$ cat src/rtl/vec_table_pkg.sv
// Shared types and constants for the AHB vector table.
// Optional lock register is built only with VEC_TABLE_LOCK_EN.
package vec_table_pkg;

   typedef enum logic [2:0] {
      IDLE,
      WAIT,
      DATA,
      ERR1,
      ERR2
   } state_t;

   localparam logic [2:0] HSIZE_WORD = 3'b010;

   localparam int LOCK_BIT  = 0;
   localparam int CLEAR_BIT = 1;

   localparam int NUM_IRQ_MIN = 1;
   localparam int NUM_IRQ_MAX = 240;
   localparam int WAIT_MAX    = 3;

   function automatic bit cfg_ok(input int num_irq, input int wait_states);
      return (num_irq >= NUM_IRQ_MIN) && (num_irq <= NUM_IRQ_MAX) &&
             (wait_states >= 0) && (wait_states <= WAIT_MAX);
   endfunction

endpackage

$ cat src/rtl/vec_table_bank.sv
// Override storage with per-entry valid bits; reads fall back to
// the default vector of an entry until it has been overridden.
module vec_table_bank
   import vec_table_pkg::*;
#(
   parameter int NUM_ENTRIES = 32,
   parameter int IDX_W       = 5
) (
   input  logic                     clk,
   input  logic                     rst,
   input  logic                     wr_en,
   input  logic [IDX_W-1:0]         wr_idx,
   input  logic [31:0]              wr_data,
   input  logic                     clr_all,
   input  logic [IDX_W-1:0]         rd_idx,
   input  logic [32*NUM_ENTRIES-1:0] default_vec,
   output logic [31:0]              rd_data
);

   logic [31:0]            ovr [NUM_ENTRIES];
   logic [NUM_ENTRIES-1:0] valid;

   always_ff @(posedge clk or posedge rst) begin
      if (rst) begin
         valid <= '0;
      end else if (clr_all) begin
         valid <= '0;
      end else if (wr_en) begin
         valid[wr_idx] <= 1'b1;
      end
   end

   // Data needs no reset: valid gates every use of it.
   always_ff @(posedge clk) begin
      if (wr_en) begin
         ovr[wr_idx] <= wr_data;
      end
   end

   always_comb begin
      rd_data = default_vec[32*rd_idx +: 32];
      if (valid[rd_idx]) begin
         rd_data = ovr[rd_idx];
      end
   end

endmodule

$ cat src/rtl/vec_table_ahb.sv
// AHB-Lite slave exposing the vector table plus a lock register.
// Define VEC_TABLE_LOCK_EN to build the lock and locked-write ERROR.
module vec_table_ahb
   import vec_table_pkg::*;
#(
   parameter int NUM_IRQ     = 16,
   parameter int WAIT_STATES = 0,
   parameter int ADDR_WIDTH  = 12
) (
   input  logic                          hclk,
   input  logic                          hreset,
   input  logic                          hsel,
   input  logic [ADDR_WIDTH-1:0]         haddr,
   input  logic [1:0]                    htrans,
   input  logic [2:0]                    hsize,
   input  logic                          hwrite,
   input  logic [31:0]                   hwdata,
   input  logic                          hreadyin,
   input  logic [32*(16+NUM_IRQ)-1:0]    default_vec,
   output logic [31:0]                   hrdata,
   output logic                          hreadyout,
   output logic                          hresp
);

   localparam int NUM_ENTRIES = 16 + NUM_IRQ;
   localparam int IDX_W       = $clog2(NUM_ENTRIES);

   localparam logic [ADDR_WIDTH-1:0] LOCK_OFFSET =
      {{(ADDR_WIDTH-2){1'b1}}, 2'b00};
   localparam logic [ADDR_WIDTH:0] TABLE_END =
      (ADDR_WIDTH+1)'(4 * NUM_ENTRIES);
   localparam logic [1:0] WS_LAST =
      2'((WAIT_STATES > 0) ? WAIT_STATES - 1 : 0);
   localparam bit CFG_OK = cfg_ok(NUM_IRQ, WAIT_STATES);

   state_t state, state_nx;

   logic             accept;
   logic             is_lock;
   logic             in_table;
   logic             bad;
   logic             lock;
   logic             locked;
   logic             cap_write;
   logic             cap_lock;
   logic [IDX_W-1:0] cap_idx;
   logic [1:0]       wait_cnt;
   logic [31:0]      bank_rd;
   logic             wr_entry;
   logic             wr_lockreg;
   logic             clr_all;
   logic             unused_bits;

   assign unused_bits = htrans[0];

   assign accept = hsel & htrans[1] & hreadyin &
                   (state == IDLE || state == DATA || state == ERR2);

   assign is_lock  = (haddr == LOCK_OFFSET);
   assign in_table = ({1'b0, haddr} < TABLE_END);

   assign wr_lockreg = (state == DATA) & cap_write & cap_lock;
   assign wr_entry   = (state == DATA) & cap_write & ~cap_lock;
   assign clr_all    = wr_lockreg & hwdata[CLEAR_BIT] & ~lock;

`ifdef VEC_TABLE_LOCK_EN
   always_ff @(posedge hclk or posedge hreset) begin
      if (hreset) begin
         lock <= 1'b0;
      end else if (wr_lockreg & hwdata[LOCK_BIT]) begin
         lock <= 1'b1;
      end
   end

   // A lock completing this cycle already guards the next address phase.
   assign locked = lock | (wr_lockreg & hwdata[LOCK_BIT]);
`else
   assign lock   = 1'b0;
   assign locked = 1'b0;
`endif

   assign bad = ~CFG_OK |
                (hsize != HSIZE_WORD) |
                (haddr[1:0] != 2'b00) |
                (~in_table & ~is_lock) |
                (hwrite & in_table & locked);

   always_ff @(posedge hclk or posedge hreset) begin
      if (hreset) begin
         cap_write <= 1'b0;
         cap_lock  <= 1'b0;
         cap_idx   <= '0;
      end else if (accept) begin
         cap_write <= hwrite;
         cap_lock  <= is_lock;
         cap_idx   <= haddr[IDX_W+1:2];
      end
   end

   always_ff @(posedge hclk or posedge hreset) begin
      if (hreset) begin
         wait_cnt <= '0;
      end else if (accept) begin
         wait_cnt <= '0;
      end else if (state == WAIT) begin
         wait_cnt <= wait_cnt + 2'd1;
      end
   end

   always_ff @(posedge hclk or posedge hreset) begin
      if (hreset) begin
         state <= IDLE;
      end else begin
         state <= state_nx;
      end
   end

   always_comb begin
      state_nx = IDLE;
      unique case (state)
         IDLE, DATA, ERR2: begin
            if (accept) begin
               if (bad) begin
                  state_nx = ERR1;
               end else if (WAIT_STATES > 0) begin
                  state_nx = WAIT;
               end else begin
                  state_nx = DATA;
               end
            end
         end
         WAIT:    state_nx = (wait_cnt == WS_LAST) ? DATA : WAIT;
         ERR1:    state_nx = ERR2;
         default: state_nx = IDLE;
      endcase
   end

   always_comb begin
      hreadyout = ~(state == WAIT || state == ERR1);
      hresp     = (state == ERR1 || state == ERR2);
      hrdata    = 32'h0;
      if (state == DATA && !cap_write) begin
         hrdata = cap_lock ? {30'b0, 1'b0, lock} : bank_rd;
      end
   end

   vec_table_bank #(
      .NUM_ENTRIES (NUM_ENTRIES),
      .IDX_W       (IDX_W)
   ) u_bank (
      .clk         (hclk),
      .rst         (hreset),
      .wr_en       (wr_entry),
      .wr_idx      (cap_idx),
      .wr_data     (hwdata),
      .clr_all     (clr_all),
      .rd_idx      (cap_idx),
      .default_vec (default_vec),
      .rd_data     (bank_rd)
   );

endmodule

$ cat config.mk
export PLATFORM = sky130hd
export DESIGN_NAME = vec_table_ahb
export DESIGN_NICKNAME = d
export VERILOG_FILES = /design/src/rtl/vec_table_pkg.sv /design/src/rtl/vec_table_bank.sv /design/src/rtl/vec_table_ahb.sv
export SDC_FILE = /design/constraint.sdc
export NUM_CORES = 1
export LEC_CHECK = 0
export BUFFER_PORTS_ARGS = -buffer_cell sky130_fd_sc_hd__buf_4
export CORE_AREA = 2 2 433 435
export DETAILED_ROUTE_END_ITERATION = 8
export DIE_AREA = 0 0 435 437
export GPL_TIMING_DRIVEN = 0
export MAX_ROUTING_LAYER = met4
export SLEW_MARGIN = 30
export SYNTH_ARGS = -nofsm -noshare
export SYNTH_HDL_FRONTEND = slang
export SYNTH_SLANG_ARGS = --single-unit
$ cat constraint.sdc
create_clock -name hclk -period 3.3 [get_ports hclk]
set_input_delay 0.33 -clock hclk [delete_from_list [all_inputs] [get_ports hclk]]
set_output_delay 0.33 -clock hclk [all_outputs]
set_load 0.02 [all_outputs]
==> impl_metrics.ini, run 1 <==
[yosys]
ys_dominant_reg_cell = edfxtp_1
async_flop_share_pct = 4.12
avgSynthCellArea_um2 = 15.3
synth.yosys.seq_area_share_pct = 64.9
synth_fp_nets = 4294
ys_warn_count = 0
synth_cell_types = 37
syn_inst = 3215
synth_edf_count = 1024
synth_area_um2 = 49100
ys_seq_elements = 1068

[worst_setup_path]
crit_slowest_cell = nand4_1
worstPathCellList = buf_8, buf_12, buf_12, buf_16, buf_16, buf_12, buf_16, mux2i_4, o22ai_2, nor4_4, nand4_1, o311a_4, buf_4
slowest_delay_ns = 0.60
worstSetupStartpointType = register
endpoint_kind = output pin
critPathBufInv = 8
cp.arrival_ns = 4.21
path_class = reg2out
critPathTopFamily = buffers and inverters
required_ns = 2.97
path_max_fanout = 7

[cts]
clk_path_buf_depth = 3
worstSkewPairLatency_ns = 0.71
cts_made_buffers = 103
cts_root_buf = clkbuf_16
clk_pin_slew_worst_paths_ns = 0.07
clkSinkCount = 1068
tritoncts = built
htreeDepth = 3

[floorplanning]
die_w_um = 435
core_um2 = 185000
rows = 158
die_height_um = 437
dieArea_um2 = 190000
start_util_pct = 26.5
io_pins = 1112

[final_layout]
fin_area_um2 = 73600
nNetsFinal = 5735
multi_input_area_um2 = 19800
nFillCells = 17100
layout_common_cells = buf_4, edfxtp_1, mux2i_1
area_growth_pct = 49.9
ff_latch_area_um2 = 31900
final_common_cell = buf_4
drive_above_1_share_pct = 45.6

[power_and_ir_drop]
p_int_mw = 30.9
ir_worst_vdd_v = 0.000455
powerDensity_nw_per_um2 = 683
pwr-share-seq_pct = 30.4
finalPower_mw = 50.2
power.clock.fraction_pct = 24.8
pwr-share-comb_pct = 44.8
p_sw_share_pct = 38.4
p_sw_mw = 19.3
total_leakage_power_nw = 27.9

[timing]
drv_slew = 0
hold_violations = 0
fin_crit_ns = 4.54
slew-limit-headroom_pct = 27.2
rsz0062_at_grt = yes
setup_viol_count_final = 40
worstMarginPinSlew_ns = 1.09
finalWorstSetupSlack_ns = -1.24
max_freq_mhz = 220
skew_ns = 0.0277
fin_crit_sh_pct = 138

[placed_design]
hpwl_um = 269000
dpl_cell_area_um2 = 63500
preCtsSetupSlack_ns = -2.43
place.gp.congestion = 1.02
portBuffers = 1110

[run]
max-cap-violations = 0

[run_status]
status = finished with violations
violations = negative setup slack

[routing]
first_pass_iters = 6
totalWireLength_um = 339000
ant_nets = 0
vias_per_cell = 5.63
wl_per_cell_um = 46.6
route.detailed.drc = 0
first_iter_violations = 6128
vias = 40900

[grt]
grt_start_max_net_pins = 34
antenna_found_initial = 91
grt_pass1_vias = 38500
track_usage_pct = 35.2
gr-total-overflow = 0
grt_pass1_wl_um = 420000

[hold_path]
holdCritPathClass = in2reg
[synthesized netlist by cell type (25+ instances only)]
master | count | area share (%)
buf_1 | 25 | 0.19
clkbuf_1 | 67 | 0.51
or4_1 | 65 | 0.99
mux2i_1 | 1040 | 21
nand4_1 | 36 | 0.46
edfxtp_1 | 1024 | 63
o21a_1 | 32 | 0.49
o22ai_1 | 520 | 6.6
o311a_1 | 32 | 0.65
nor4_1 | 66 | 0.84
buf_2 | 139 | 1.4
dfrtp_1 | 44 | 2.2
nor2_1 | 38 | 0.29
[registers in the layout, summed over array words and instances, names as in the netlist]
register / flops
cap_lock: 1
wait_cnt: 2
cap_write: 1
u_bank.valid: 32
cap_idx: 5
state: 3
u_bank.ovr: 1024
[area by class of cell]
cell class                      count  area share [%]
Inverter                            4          0.0204
Sequential cell                  1068            43.3
Clock inverter                     59            1.02
Clock buffer                      134            3.78
Antenna cell                       46           0.156
Tap cell                         2480            4.22
Timing Repair Buffer             1341            17.0
Multi-Input combinational cell   1888            26.9
Buffer                            250            3.59
[power by group through the flow]
stage / clock network [mW] / registers, mW / logic, mW
2_1_floorplan: 0 / 15.5 / 7.79
3_3_place_gp: 0 / 15.6 / 16.8
3_5_place_dp: 0 / 15.5 / 17.2
4_1_cts: 12.4 / 15.3 / 21.0
5_1_grt: 12.9 / 15.3 / 22.5
6_report: 12.5 / 15.3 / 22.5
[metrics by stage]
| step | hold slack, ns | setup TNS, ns | cells | util [%] |
|---|---|---|---|---|
| after floorplan | 0.429 | -81.12 | 3215 | - |
| after CTS | 0.0106 | -32.14 | 7175 | 38.9 |
| after detailed placement | 0.346 | -699.98 | 6904 | 34.3 |
| after global placement | 0.472 | -3656.88 | 6805 | 32.7 |
| final | 0.0371 | -34.79 | 7270 | 39.8 |
| after global routing | 0.0360 | -33.18 | 7267 | 39.7 |
[routing by layer]
metal	GRT usage, %	share of wire [%]	up-vias	wire length, µm
met5	-	0	-	0
met1	42.5	38	21300	130000
met4	17.3	6.1	0	20700
met2	56.2	47	2897	160000
li1	-	-	16200	-
met3	7.04	8.5	565	28700
[worst paths after layout]
kind | from | endpoint | slack (ns) | depth (start not counted)
worst max-delay path | cap_idx[0] | hrdata[4] | -1.24 | 13
max in group asynchronous | hreset | cap_idx[4] | 2.61 | 4
min in group asynchronous | hreset | u_bank.valid[27] | 0.19 | 3
worst min-delay path | hwdata[22] | u_bank.ovr[15][22] | 0.04 | 1
worst min register to register | u_bank.valid[6] | u_bank.valid[6] | 0.49 | 1
worst max register to register | cap_idx[0] | u_bank.ovr[30][9] | -0.01 | 11
[timing repair]
action,CTS,global route
cloned,7,2
buffers inserted,64,53
hold endpoints to repair,51,0
resized for setup,835,171
setup endpoints to repair,1087,112
pin swaps,84,72
hold buffers,9,0
[worst reg2reg max path, stage by stage (launching register included)]
cell and delay [ns]:
dfrtp_1 0.39, buf_8 0.14, buf_12 0.14, buf_8 0.17, buf_12 0.14, buf_16 0.16
buf_4 0.23, nand2b_1 0.19, clkbuf_2 0.34, nor2_4 0.66, buf_16 0.27, buf_16 0.18
[cells by family (layout without fill, tap and decap cells)]
| family | count (synthesis) | after routing | share of synthesized area [%] |
|---|---|---|---|
| xor+xnor | 1 | 1 | 0.0179 |
| simple gates | 247 | 247 | 3.22 |
| mux | 1047 | 1047 | 21.4 |
| compound gates | 592 | 592 | 7.87 |
| flops | 1068 | 1068 | 64.9 |
| buf+inv | 259 | 1788 | 2.59 |
| fa+ha+maj | 1 | 1 | 0.0255 |
| other cells | 0 | 46 | 0 |
Note: power is estimated with default switching activity, not from simulation.
==> inputs of run 2 (changes only) <==
- CELL_PAD_IN_SITES_DETAIL_PLACEMENT: unset -> 0
- CELL_PAD_IN_SITES_GLOBAL_PLACEMENT: unset -> 2
- CORE_AREA: 2 2 433 435 -> 2 2 431 433
- DIE_AREA: 0 0 435 437 -> 0 0 433 435
- PLACE_DENSITY_LB_ADDON: unset -> 0.1
==> impl_metrics.ini, run 2 (synthesized netlist as in run 1, its figures left out) <==
[timing]
hold_violations = 0
fin_crit_ns = 4.72
slew-limit-headroom_pct = 29.4
max_freq_mhz = 212
tns_ns = -37.74
drv_slew = 0
finalWorstSetupSlack_ns = -1.42
setup_viol_count_final = 32
worstMarginPinSlew_ns = 1.06
rsz0062_at_grt = yes
fin_crit_sh_pct = 143
skew_ns = 0.0241

[worst_setup_path]
path_class = reg2out
timing.critical_path.to = hrdata[2]
path_max_fanout = 6
cp_common_cell = buf_16
r2r_setup_slack_ns = 0.05
worstSetupStartpointType = register
reg2regPathDepth = 11
endpoint_kind = output pin
slowest_delay_ns = 0.68
crit_slowest_cell = nand4_1
timing.rr.end = u_bank.ovr[4][25]
worstPathCellList = buf_12, buf_12, clkbuf_16, buf_16, buf_16, buf_16, mux2i_4, o22ai_2, nor4_4, nand4_1, o311a_1, buf_6
cp.arrival_ns = 4.39
critPathTopFamily = simple AND/OR/NAND/NOR gates
critPathBufInv = 7
startpoint = cap_idx[0]
critical_path_cell_count = 12
required_ns = 2.97
worstReg2RegStart = cap_idx[0]

[routing]
first_pass_iters = 6
vias = 39900
wl_per_cell_um = 46.9
route.detailed.drc = 0
first_iter_violations = 5011
totalWireLength_um = 344000
vias_per_cell = 5.44
ant_nets = 0

[cts]
clkSinkCount = 1068
htreeDepth = 3
clk_pin_slew_worst_paths_ns = 0.06
cts_root_buf = clkbuf_16
worstSkewPairLatency_ns = 0.75
clk_path_buf_depth = 3
tritoncts = built
cts_made_buffers = 116

[placed_design]
portBuffers = 1110
placed_cells = 6929
hpwl_um = 274000
place.gp.congestion = 0.992
preCtsSetupSlack_ns = -2.61

[final_layout]
largest_reg_flops = 1024
multi_input_area_um2 = 19200
drive_above_1_share_pct = 44.3
nFillCells = 17400
area_growth_pct = 50.3
fin_cells = 7333
ff_latch_area_um2 = 31900
fin_util_pct = 40.1
nNetsFinal = 5811
layout_common_cells = buf_4, edfxtp_1, mux2i_1
regMostFlops = u_bank.ovr
top_regs = u_bank.ovr (1024), u_bank.valid (32), cap_idx (5)
final_common_cell = buf_4

[grt]
track_usage_pct = 36.2
antenna_found_initial = 70
grt_pass1_wl_um = 421000
grt_start_max_net_pins = 45
gr-total-overflow = 0
grt_pass1_vias = 37600

[power_and_ir_drop]
finalPower_mw = 50.3
powerDensity_nw_per_um2 = 682
ir_worst_vdd_v = 0.000416
total_leakage_power_nw = 28.2

[floorplanning]
start_util_pct = 26.7
dieArea_um2 = 188000
rows = 158
die_w_um = 433
io_pins = 1112
die_height_um = 435
core_um2 = 184000

[run]
max-cap-violations = 0

[hold_path]
min_path_cells = 1
holdCritPathClass = in2reg

[run_status]
violations = negative setup slack
status = finished with violations
## run 2: changes by cell type in the layout (fill, tap and decap cells not counted), sizes merged
cell           before   now
diode              46    30
clkinv             39    48
clkdlybuf4s15       1     0
bufinv             15     1
clkbuf            203   239
clkinvlp            2     0
buf              1510  1531
dlygate4sd3         9    39
## run 2: stage by stage
stage	hold WS, ns	area [µm²]
2_1_floorplan	0.429	49100
3_3_place_gp	0.472	60500
3_5_place_dp	0.443	64000
4_1_cts	0.00828	71000
5_1_grt	0.0408	73700
6_report	0.0443	73700
## run 2: what timing repair did
| action | CTS | global route |
|---|---|---|
| endpoints found under the setup margin | 1086 | 45 |
| gates cloned | 3 | 5 |
| hold buffers | 39 | 0 |
| setup buffers | 28 | 91 |
| resized for setup | 615 | 334 |
| pin swaps | 47 | 76 |
| hold endpoints to repair | 779 | 0 |
## run 2: worst register-to-register path, stage by stage, from the launching register on
cell	delay [ns]
dfrtp_2	0.46
buf_12	0.17
buf_12	0.15
buf_12	0.12
buf_16	0.14
buf_4	0.17
buf_4	0.21
or2_2	0.30
clkbuf_4	0.26
nor2_4	0.53
buf_16	0.24
buf_8	0.20
## run 2: worst min path at each step
stage | start | slack, ns | to
2_1_floorplan | hwdata[0] | 0.43 | u_bank.ovr[0][0]
3_3_place_gp | u_bank.valid[19] | 0.47 | u_bank.valid[19]
3_5_place_dp | hreset | 0.44 | wait_cnt[0]
4_1_cts | hwdata[19] | 0.008 | u_bank.ovr[22][19]
5_1_grt | hwdata[19] | 0.04 | u_bank.ovr[22][19]
6_report | hwdata[19] | 0.04 | u_bank.ovr[22][19]
## run 2: final cells by class
cell class | instances | area share [%]
clock inverters | 52 | 0.456
multi-input cells | 1888 | 26.1
well taps | 2480 | 4.21
inverters | 4 | 0.0238
flip-flops and latches | 1068 | 43.2
clock buffers | 157 | 4.29
diodes | 30 | 0.102
repair buffers | 1400 | 18.0
plain buffers | 254 | 3.64
## run 2: report_power, final
part | switching [mW] | internal (mW) | total [mW]
Clock | 5.48 | 6.76 | 12.2
Combinational | 14.1 | 8.64 | 22.8
Sequential | 0.138 | 15.1 | 15.3
## run 2: metal layers
metal,vias to the layer above,track usage [%],wire length [µm]
li1,16400,-,-
met1,21000,48.0,143000
met2,2146,57.8,162000
met3,390,5.09,26300
met4,0,9.73,11800
met5,-,-,0
